===== src/rtl/sd_transfer_arbiter.sv =====
// sd_transfer_arbiter
//   Shares the single SD SPI interface between the USB bulk-OUT path (SD
//   write) and the USB bulk-IN path (SD read). One requester is granted at a
//   time, and its multi-block transfer is sequenced with one sd_write/sd_read
//   pulse per block. Each block is guarded by a watchdog. The arbiter reports
//   the end of a transfer with either xfer_done or xfer_err.
//
// Ports
//   clk, rst                 rising-edge clock, asynchronous active-high reset
//   wr_req, wr_nblk          write request (level) and block count (sampled at grant)
//   rd_req, rd_nblk          read request (level) and block count (sampled at grant)
//   spi_init_done            SD card initialised (level)
//   sd_write_done            one-cycle pulse from the SD core: one block written
//   sd_read_done             one-cycle pulse from the SD core: one block read
//   sd_write, sd_read        one-cycle pulses that start one block
//   wr_grant, rd_grant       ownership of the SD interface
//   blk_remaining            blocks still outstanding in the current transfer
//   xfer_done, xfer_err      one-cycle completion / abort pulses
module sd_transfer_arbiter #(
  parameter int BLK_W       = 8,
  parameter int TIMEOUT_CYC = 1000000,
  parameter int TMR_W       = 20
) (
  input  logic             clk,
  input  logic             rst,
  input  logic             wr_req,
  input  logic [BLK_W-1:0] wr_nblk,
  input  logic             rd_req,
  input  logic [BLK_W-1:0] rd_nblk,
  input  logic             spi_init_done,
  input  logic             sd_write_done,
  input  logic             sd_read_done,
  output logic             sd_write,
  output logic             sd_read,
  output logic             wr_grant,
  output logic             rd_grant,
  output logic [BLK_W-1:0] blk_remaining,
  output logic             xfer_done,
  output logic             xfer_err
);

  typedef enum logic [2:0] {
    IDLE, WR_START, WR_WAIT, RD_START, RD_WAIT, DONE, ERR
  } state_t;

  // The watchdog aborts on the edge where its count would reach this value.
  localparam logic [TMR_W-1:0] WD_LAST = TMR_W'(TIMEOUT_CYC - 1);

  state_t           state, state_nxt;
  logic [BLK_W-1:0] blk_nxt;
  logic [TMR_W-1:0] wd, wd_nxt, wd_inc;
  logic             last_wr, last_wr_nxt;
  logic             pick_wr, blk_done;
  logic             wr_grant_nxt, rd_grant_nxt;
  logic             sd_write_nxt, sd_read_nxt;
  logic             xfer_done_nxt, xfer_err_nxt;

  always_ff @(posedge clk or posedge rst) begin
    if (rst) begin
      state         <= IDLE;
      blk_remaining <= '0;
      wd            <= '0;
      last_wr       <= 1'b0;
      wr_grant      <= 1'b0;
      rd_grant      <= 1'b0;
      sd_write      <= 1'b0;
      sd_read       <= 1'b0;
      xfer_done     <= 1'b0;
      xfer_err      <= 1'b0;
    end else begin
      state         <= state_nxt;
      blk_remaining <= blk_nxt;
      wd            <= wd_nxt;
      last_wr       <= last_wr_nxt;
      wr_grant      <= wr_grant_nxt;
      rd_grant      <= rd_grant_nxt;
      sd_write      <= sd_write_nxt;
      sd_read       <= sd_read_nxt;
      xfer_done     <= xfer_done_nxt;
      xfer_err      <= xfer_err_nxt;
    end
  end

  always_comb begin
    state_nxt     = state;
    blk_nxt       = blk_remaining;
    wd_nxt        = wd;
    wd_inc        = wd + TMR_W'(1);
    last_wr_nxt   = last_wr;
    wr_grant_nxt  = wr_grant;
    rd_grant_nxt  = rd_grant;
    sd_write_nxt  = 1'b0;
    sd_read_nxt   = 1'b0;
    xfer_done_nxt = 1'b0;
    xfer_err_nxt  = 1'b0;
    blk_done      = 1'b0;
    // On a tie, the direction that was not served last wins.
    pick_wr       = wr_req && (!rd_req || !last_wr);

    case (state)
      IDLE: begin
        if (spi_init_done && (wr_req || rd_req)) begin
          last_wr_nxt  = pick_wr;
          wr_grant_nxt = pick_wr;
          rd_grant_nxt = !pick_wr;
          blk_nxt      = pick_wr ? wr_nblk : rd_nblk;
          if (blk_nxt == '0)
            state_nxt = DONE;
          else
            state_nxt = pick_wr ? WR_START : RD_START;
        end
      end
      WR_START, RD_START: begin
        if (!spi_init_done) begin
          state_nxt = ERR;
        end else begin
          sd_write_nxt = (state == WR_START);
          sd_read_nxt  = (state == RD_START);
          wd_nxt       = '0;
          state_nxt    = (state == WR_START) ? WR_WAIT : RD_WAIT;
        end
      end
      WR_WAIT, RD_WAIT: begin
        blk_done = (state == WR_WAIT) ? sd_write_done : sd_read_done;
        if (!spi_init_done) begin
          state_nxt = ERR;
        end else if (blk_done && blk_remaining != '0) begin
          // A completion that coincides with the timeout edge still counts.
          blk_nxt = blk_remaining - BLK_W'(1);
          if (blk_nxt == '0)
            state_nxt = DONE;
          else
            state_nxt = (state == WR_WAIT) ? WR_START : RD_START;
        end else if (wd_inc == WD_LAST) begin
          state_nxt = ERR;
        end else begin
          wd_nxt = wd_inc;
        end
      end
      DONE: begin
        xfer_done_nxt = 1'b1;
        wr_grant_nxt  = 1'b0;
        rd_grant_nxt  = 1'b0;
        state_nxt     = IDLE;
      end
      ERR: begin
        // blk_remaining is left holding the unfinished count.
        xfer_err_nxt = 1'b1;
        wr_grant_nxt = 1'b0;
        rd_grant_nxt = 1'b0;
        state_nxt    = IDLE;
      end
      default: state_nxt = IDLE;
    endcase
  end

endmodule


===== config.mk =====
export PLATFORM = sky130hd
export DESIGN_NAME = sd_transfer_arbiter
export DESIGN_NICKNAME = d
export VERILOG_FILES = /design/src/rtl/sd_transfer_arbiter.sv
export SDC_FILE = /design/constraint.sdc
export NUM_CORES = 1
export LEC_CHECK = 0
export BUFFER_PORTS_ARGS = -buffer_cell sky130_fd_sc_hd__buf_2
export CAP_MARGIN = 10
export CORE_UTILIZATION = 25
export CTS_CLUSTER_DIAMETER = 40
export DETAILED_ROUTE_END_ITERATION = 12
export SYNTH_ARGS = -nofsm -noshare
export SYNTH_HDL_FRONTEND = slang
export SYNTH_SLANG_ARGS = --single-unit

===== constraint.sdc =====
create_clock -name clk -period 3.25 [get_ports clk]
set_input_delay 0.65 -clock clk [delete_from_list [all_inputs] [get_ports clk]]
set_output_delay 0.65 -clock clk [all_outputs]
set_load 0.02 [all_outputs]

# Word-level counts from Yosys, hierarchy flattened
# Cells that the tools add are included.
word_totals:
  out_inout_bits: 14
  register_bits: 38
op_classes:
  n_eq_ne: 14
  addsub: 2
  muxes: 32
  reduce_logical: 23
op_table:
  columns: ["operator", "n"]
  rows:
  - ["$mux 20", 4]
  - ["$pmux 20 s2", 1]
  - ["$mux 8", 4]
  - ["$mux 3", 8]
  - ["$add 20x1->20 const B", 1]
  - ["$eq 20x20->1 const B", 1]
  - ["$logic_not 8->1", 2]
  - ["$pmux 8 s2", 1]
  - ["$ne 2x2->1 const B", 6]
  - ["$eq 3x3->1 const B", 3]
  - ["$mux 1", 9]
  - ["$pmux 3 s3", 1]
  - ["$reduce_bool 8->1", 1]
  - ["$sub 8x1->8 const B", 1]
  - ["$eq 3x2->1 const B", 2]
  - ["$reduce_and 2->1", 3]
  - ["$reduce_bool 2->1", 3]
  - ["$reduce_or 2->1", 3]
  - ["$reduce_and 5->1", 1]
  - ["$mux 2", 2]
  - ["$ne 4x4->1 const B", 1]
  - ["$pmux 1 s2", 2]
  - ["$reduce_and 4->1", 1]
  - ["$eq 3x1->1 const B", 1]
  - ["4 further kinds", 9]

# Depth between registers and ports, before layout
# Gate-level depths: netlist (run 1).
logic_depth:
  word_depth: 8
  depth_mapped: 11
  mapped_depth_nobuf: 9

# Worst setup path before layout (run 1)
# Ideal clock, no wire load.
synth_timing:
  kind: "register to register"
  start: "register blk_remaining[1]"
  end: "register wd[11]"
  setup_slack_ps: 602
  path_buffers: 1
  stages_incl_launch_ff: 10
  t_arrival_ps: 2568
  path_cell_list: "dfrtp_1 inv_1 ha_1 or4b_1 buf_2 nor4_4 nor2_2 or3_4 or4_4 o211ai_2"
synth_between:
  elab_chain_len: 4
synth_lines:
  columns: ["item", "line", "source"]
  rows:
  - ["from (decl)", "37", "output logic [BLK_W-1:0] blk_remaining,"]
  - ["from (signal assigned)", "72", "blk_remaining <= blk_nxt;"]
  - ["$reduce_bool 8->1", "127", "end else if (blk_done && blk_remaining != '0) begin"]
  - ["$logic_and 1x1->1", "127", null]
  - ["$ne 2x2->1 (no line)", null, null]
  - ["$reduce_and 5->1 (no line)", null, null]
  - ["to (signal assigned)", "73", "wd <= wd_nxt;"]
  - ["to (decl)", "51", "logic [TMR_W-1:0] wd, wd_nxt, wd_inc;"]
# No other way between the ends.
# A chain may end at the register's enable or synchronous reset.

# Final worst setup path (run 1)
layout_timing:
  start: "register blk_remaining[0]"
  end: "register wd[8]"
# Same word-level chain as after synthesis.

==> metrics, run 1 <==
max cap viols=0; clk_skew=12.78 ps; setup bufs post-CTS=0; post-route minimum period=2991 ps; first drt pass iteration count=4; initial antenna violation count=0; Core Footprint=0.01037 mm²; Die Wd=105.6 µm; num rows=37; most frequent cells in the layout=nand2_1, dfrtp_1, buf_2, nand3_1, o21ai_0; Setup TNS=0 ps; DP HPWL=5.328 mm; Ys Warns=0; VDD IR max=305.0 µV; Port Buffers=36; Post-synth EDFFs=0; die area=0.01115 mm²; post_cts resized=0; Tcrit/Tclk final=92.02%; critical path type=reg2reg; Die Y=105.6 µm; critical path peak fanout=15; clk sinks=38; top post-synthesis cells by area=dfrtp_1, nand2_1, nand3_1; CTS tree=built; fin area=0.003110 mm²; Post-DP Area=0.003015 mm²; I/O pin count=37; Total Routed Length=7.318 mm; Syn Std Cell Area=0.002683 mm²; WL/cell=14.75 µm; routability congestion estimate from global placement=0.9066; pin count of the biggest net entering global routing=26; Area growth syn-to-layout=15.95%; via count=2646; CP Capture Type=register; Mean Syn Cell Area=8.179 µm²; Fin Hold WS=495.2 ps; register area share after synthesis=35.45%; leading area contributor after synthesis=dfrtp_1; initial core utilization=25.87%; Arr. time, crit path=3150 ps; CTS Root Cell=clkbuf_8; async set-reset flop share out of synthesis=100.0%; post-synth top area share=35.45%; outcome=finished clean; drc violations=0; worst rel slew slack=34.14%; Ant. Diodes=0; DRT iter0 DRCs=208; RSZ-0062 raised after global routing=no; Worst-Margin Slew=986.8 ps; share of cells above drive strength 1=18.61%; gr usage total=13.57%; Routed Antenna Nets=0; cell count after synthesis=328; Yosys reg bits=38; Req. time, crit path=3410 ps; Peak Freq=334.4 MHz; Power Density=759.8 mW/mm²; hold_buf cts=0; Via density=5.335; Hold Path Class=reg2reg; Fin. Hold Viols=0; global route total overflow=0; type of origin of the critical path=register; P_leak=1.293 nW; Yosys cell types=56; Num CTS Buffers=5; CTS clk-pin slew, worst paths=90 ps; clock buffer depth=2; first-pass GRT wire length=12.36 mm; syn nets=355; number of global-route vias before repair=2472; fin. max-slew vios=0; most common cell after layout, fill and taps aside=nand2_1; Skew-Pair Late Insertion Delay=300 ps; fin nets=386; Final setup viols=0; Synth Flop Type=dfrtp_1; H-tree level count=2
-- critical path, cell delays in order (launching register included) --
cell	delay (ps)
dfrtp_1	450
inv_1	80
ha_1	200
or4b_1	600
nor4_4	270
nor2_2	120
or3_4	500
o21ai_1	430
o221ai_1	200
-- final cells by class --
| class | instances | area (µm²) |
|---|---|---|
| clock inverters | 2 | 12.51 |
| well taps | 136 | 170.2 |
| clock buffers | 6 | 82.58 |
| multi-input cells | 256 | 1594 |
| repair buffers | 46 | 255.2 |
| fillers | 1135 | 7259 |
| flip-flops and latches | 38 | 950.9 |
| inverters | 12 | 45.04 |
-- registers in the layout (all words and copies together) (netlist names) --
register,count
blk_remaining,8
sd_write,1
xfer_done,1
wd,20
wr_grant,1
sd_read,1
xfer_err,1
last_wr,1
state,3
rd_grant,1
-- layer usage --
| layer | vias up | routed length [µm] | share of wire (%) | GRT usage (%) |
|---|---|---|---|---|
| li1 | 1290 | - | - | - |
| met1 | 1281 | 3493 | 48 | 19.18 |
| met2 | 64 | 3427 | 47 | 21.05 |
| met3 | 11 | 301 | 4.1 | 2.288 |
| met4 | 0 | 95 | 1.3 | 4.266 |
| met5 | - | 0 | 0 | 0 |
-- synth_stat cells, drive strengths merged, types with 3 or more instances --
cell    count
nand2      42
dfrtp      38
nand3      22
o21ai      22
nor2       19
clkbuf     14
a21oi      13
a31oi      12
and3       12
inv        12
nor3       10
o31ai      10
nand4       9
nor4        9
buf         8
o41ai       6
a32o        5
mux2i       5
nor3b       5
a211o       4
ha          4
nand2b      4
o211ai      4
a21o        3
and2        3
and4b       3
or2         3
or3         3
xor2        3
-- stage by stage --
| stage | utilization [%] | setup WS, ps | cells | power, mW |
|---|---|---|---|---|
| after floorplan | - | 601.6 | 328 | 1.668 |
| after global placement | 29.08 | 420.9 | 488 | 2.000 |
| after detailed placement | 29.08 | 266.2 | 488 | 2.012 |
| after CTS | 30.00 | 271.4 | 496 | 2.370 |
| after global routing | 30.00 | 77.77 | 496 | 2.553 |
| final | 30.00 | 259.5 | 496 | 2.363 |
-- power breakdown --
| part | switching, mW | internal [mW] | total, mW |
|---|---|---|---|
| clock network | 0.183 | 0.171 | 0.354 |
| logic | 0.736 | 0.458 | 1.19 |
| registers | 0.200 | 0.615 | 0.816 |
| total | 1.12 | 1.24 | 2.36 |
-- path summary, 6_finish.rpt --
check / startpoint / endpoint / slack, ps / cells past startpoint
setup / recovery: blk_remaining[0]$_DFFE_PP0P_ / wd[8]$_DFFE_PP0P_ / 260 / 8
hold / removal: rd_grant$_DFFE_PP0P_ / rd_grant$_DFFE_PP0P_ / 500 / 2
setup reg to reg: blk_remaining[0]$_DFFE_PP0P_ / wd[8]$_DFFE_PP0P_ / 260 / 8
hold reg to reg: rd_grant$_DFFE_PP0P_ / rd_grant$_DFFE_PP0P_ / 500 / 2
max in group asynchronous: rst / sd_write$_DFF_PP0_ / 2000 / 3
min in group asynchronous: rst / wd[1]$_DFFE_PP0P_ / 570 / 2
-- kinds of logic after synthesis --
logic type	after synthesis	share of synthesized area, %
adders and majority gates	4	1.866
buffers and inverters	34	5.131
AOI/OAI and AO/OA	86	21.64
xor gates and xnor gates	5	1.633
muxes	7	2.705
DFF	38	35.45
and+or+nand+nor	154	31.58
Note: power is estimated with default switching activity, not from simulation.
==> inputs of run 2 (changes only) <==
--- a/config.mk
+++ b/config.mk
@@ -5,6 +5,7 @@
 export SDC_FILE = /design/constraint.sdc
 export NUM_CORES = 1
 export LEC_CHECK = 0
+export ABC_AREA = 1
 export BUFFER_PORTS_ARGS = -buffer_cell sky130_fd_sc_hd__buf_2
 export CAP_MARGIN = 10
 export CORE_UTILIZATION = 25
==> run 2 against run 1 <==
Setup slack gained 470 ps; total power shrank 10%; sequential power shrank 14%; synthesized area grew 2.5%; non-clock buffer count shrank 6; highest routed layer unchanged; register-to-register slack gained 470 ps; combinational power shrank 9%; flip-flop and latch count is the same; first-iteration DRC count shrank 38%; wire length grew 0.59%; critical path type unchanged.
==> metrics, run 2 <==
VDD IR max=392.3 µV (was 305.0 µV); Worst-Margin Slew=959.6 ps (was 986.8 ps); Tcrit/Tclk final=77.43% (was 92.02%); Final setup viols=0 (unchanged); num rows=37 (unchanged); Post-synth EDFFs=0 (unchanged); register area share after synthesis=34.59% (was 35.45%); fin nets=495 (was 386); max FFs per register=20 (unchanged); CP Capture Type=register (unchanged); critical path type=reg2reg (unchanged); routability congestion estimate from global placement=0.8548 (was 0.9066); initial antenna violation count=0 (unchanged); first-pass GRT wire length=12.59 mm (was 12.36 mm); Power Density=671.6 mW/mm² (was 759.8 mW/mm²); cell count after synthesis=432 (was 328); Ant. Diodes=0 (unchanged); I/O pin count=37 (unchanged); fin area=0.003152 mm² (was 0.003110 mm²); Synth Flop Type=dfrtp_1 (unchanged); DRT iter0 DRCs=129 (was 208); global route total overflow=0 (unchanged); drc violations=0 (unchanged); post_cts resized=0 (unchanged); die area=0.01142 mm² (was 0.01115 mm²); Top reg by flops=wd (unchanged); Total Routed Length=7.361 mm (was 7.318 mm); Hold Path Class=reg2reg (unchanged); CTS Root Cell=clkbuf_8 (unchanged); setup bufs post-CTS=0 (unchanged); syn nets=459 (was 355); area of the multi-input gates=0.001573 mm² (was 0.001594 mm²); Mean Syn Cell Area=6.363 µm² (was 8.179 µm²); type of origin of the critical path=register (unchanged); DP HPWL=5.520 mm (was 5.328 mm); initial core utilization=26.16% (was 25.87%); Ys Warns=0 (unchanged); Req. time, crit path=3430 ps (was 3410 ps); worst rel slew slack=35.96% (was 34.14%); clock buffer depth=2 (unchanged); hold_buf cts=0 (unchanged); most frequent cells in the layout=nand2_1, nor2_1, inv_1, nand3_1, dfrtp_1 (was nand2_1, dfrtp_1, buf_2, nand3_1, o21ai_0); share of cells above drive strength 1=13.92% (was 18.61%); Area growth syn-to-layout=14.66% (was 15.95%); Arr. time, crit path=2700 ps (was 3150 ps); post-route minimum period=2517 ps (was 2991 ps); gr usage total=13.73% (was 13.57%); Die Y=106.9 µm (was 105.6 µm); Num CTS Buffers=5 (unchanged); Skew-Pair Late Insertion Delay=300 ps (about the same); Fill cells=1140 (was 1135); R2R Setup Slk=730 ps (was 260 ps); Setup TNS=0 ps (unchanged); Peak Freq=397.4 MHz (was 334.4 MHz); top cells by count, synth=nand2_1, nor2_1, inv_1 (was nand2_1, dfrtp_1, nand3_1); cell with the most instances after synthesis=nand2_1 (unchanged); first drt pass iteration count=5 (was 4); area occupied by registers=950.9 µm² (unchanged); biggest regs=wd (20), blk_remaining (8), state (3) (unchanged); outcome=finished clean (unchanged); RSZ-0062 raised after global routing=no (unchanged); CTS tree=built (unchanged); critical path peak fanout=13 (was 15); Die Wd=106.9 µm (was 105.6 µm); leading area contributor after synthesis=dfrtp_1 (unchanged); most common cell after layout, fill and taps aside=nand2_1 (unchanged); number of global-route vias before repair=2760 (was 2472); CTS clk-pin slew, worst paths=80 ps (was 90 ps); Via density=4.695 (was 5.335); H-tree level count=2 (unchanged); P_leak=1.529 nW (was 1.293 nW); pin count of the biggest net entering global routing=27 (was 26); fin. max-slew vios=0 (unchanged); Post-DP Area=0.003069 mm² (was 0.003015 mm²); Yosys cell types=29 (was 56); clk sinks=38 (unchanged); async set-reset flop share out of synthesis=100.0% (unchanged); Fin. Hold Viols=0 (unchanged); clk_skew=11.61 ps (was 12.78 ps); via count=2831 (was 2646); Yosys reg bits=38 (unchanged); post-synth top area share=34.59% (was 35.45%); max cap viols=0 (unchanged); Core Footprint=0.01051 mm² (was 0.01037 mm²); Port Buffers=36 (unchanged); Routed Antenna Nets=0 (unchanged); Syn Std Cell Area=0.002749 mm² (was 0.002683 mm²); WL/cell=12.21 µm (was 14.75 µm); top post-synthesis cells by area=dfrtp_1, nand2_1, nor2_1 (was dfrtp_1, nand2_1, nand3_1)
==> run 2: cell count changes after synthesis, moves of 8 or more <==
cell	before	now
nand3_1	22	40
nor4_1	8	0
inv_1	12	41
a31oi_1	12	0
nand4_1	9	21
clkbuf_1	13	5
nand2_1	41	155
and3_1	12	0
a21oi_1	13	4
nor2_1	18	62
o31ai_1	10	0
==> run 2: final timing paths <==
path,startpoint,to,depth (start not counted)
worst min register to register,wd[19]$_DFFE_PP0P_,wd[19]$_DFFE_PP0P_,2
worst max register to register,wd[0]$_DFFE_PP0P_,state[1]$_DFFE_PP0P_,13
worst max-delay path,wd[0]$_DFFE_PP0P_,state[1]$_DFFE_PP0P_,13
worst min-delay path,wd[19]$_DFFE_PP0P_,wd[19]$_DFFE_PP0P_,2
min in group asynchronous,rst,wd[9]$_DFFE_PP0P_,2
max in group asynchronous,rst,state[2]$_DFFE_PP0P_,3
==> run 2: stage by stage <==
| stage | hold slack [ps] | worst slack [ps] | instances | power [mW] | util [%] |
|---|---|---|---|---|---|
| detailed placement | 496.4 | 795.8 | 597 | 1.791 | 29.21 |
| finish | 513.3 | 733.5 | 603 | 2.117 | 29.99 |
| global route | 562.5 | 437.3 | 603 | 2.311 | 29.99 |
| floorplan | 463.9 | 1288 | 432 | 1.501 | - |
| CTS | 513.7 | 767.1 | 603 | 2.130 | 29.99 |
| global placement | 481.1 | 881.0 | 597 | 1.773 | 29.21 |
==> run 2: area by class of cell <==
cell class / count / area share (%)
clock buffer: 6 / 2.620
timing repair buffer: 40 / 6.669
inverter: 44 / 5.240
multi-input combinational: 339 / 49.90
tap: 136 / 5.399
sequential: 38 / 30.17
==> run 2: cell families after synthesis <==
kind of cell             synth area share [%]
flip-flops                              34.59
adder cells (fa/ha/maj)                 1.821
buffers and inverters                   8.193
AND/OR/NAND/NOR                         47.06
AO/OA/AOI/OAI                           7.374
XOR/XNOR                               0.9560
==> run 2: worst max-delay path, cell delays in order (launching register included) <==
cell	delay [ps]
dfrtp_1	450
ha_1	270
nand3_2	160
inv_2	120
nand2_1	70
nor2_1	140
xor2_1	210
nand2_1	80
nor2_2	170
nand2_1	350
nand2_1	220
nand2_1	80
nand2_1	60
nand2_1	50
==> run 2: per-layer routing <==
layer,part of all wire [%],GRT usage (%),wire length (µm),up-vias
met1,48,18.18,3545,1294
met2,46,22.86,3350,73
met5,0,0,0,-
li1,-,-,-,1455
met4,1.1,3.033,78,0
met3,5.2,2.918,386,9
==> run 2: report_power, final <==
group	internal (mW)	leakage [nW]	total [mW]	switching (mW)
Combinational	0.319	0.979	1.08	0.764
Sequential	0.584	0.506	0.698	0.114
Clock	0.164	0.0431	0.336	0.172
Total	1.07	1.53	2.12	1.05
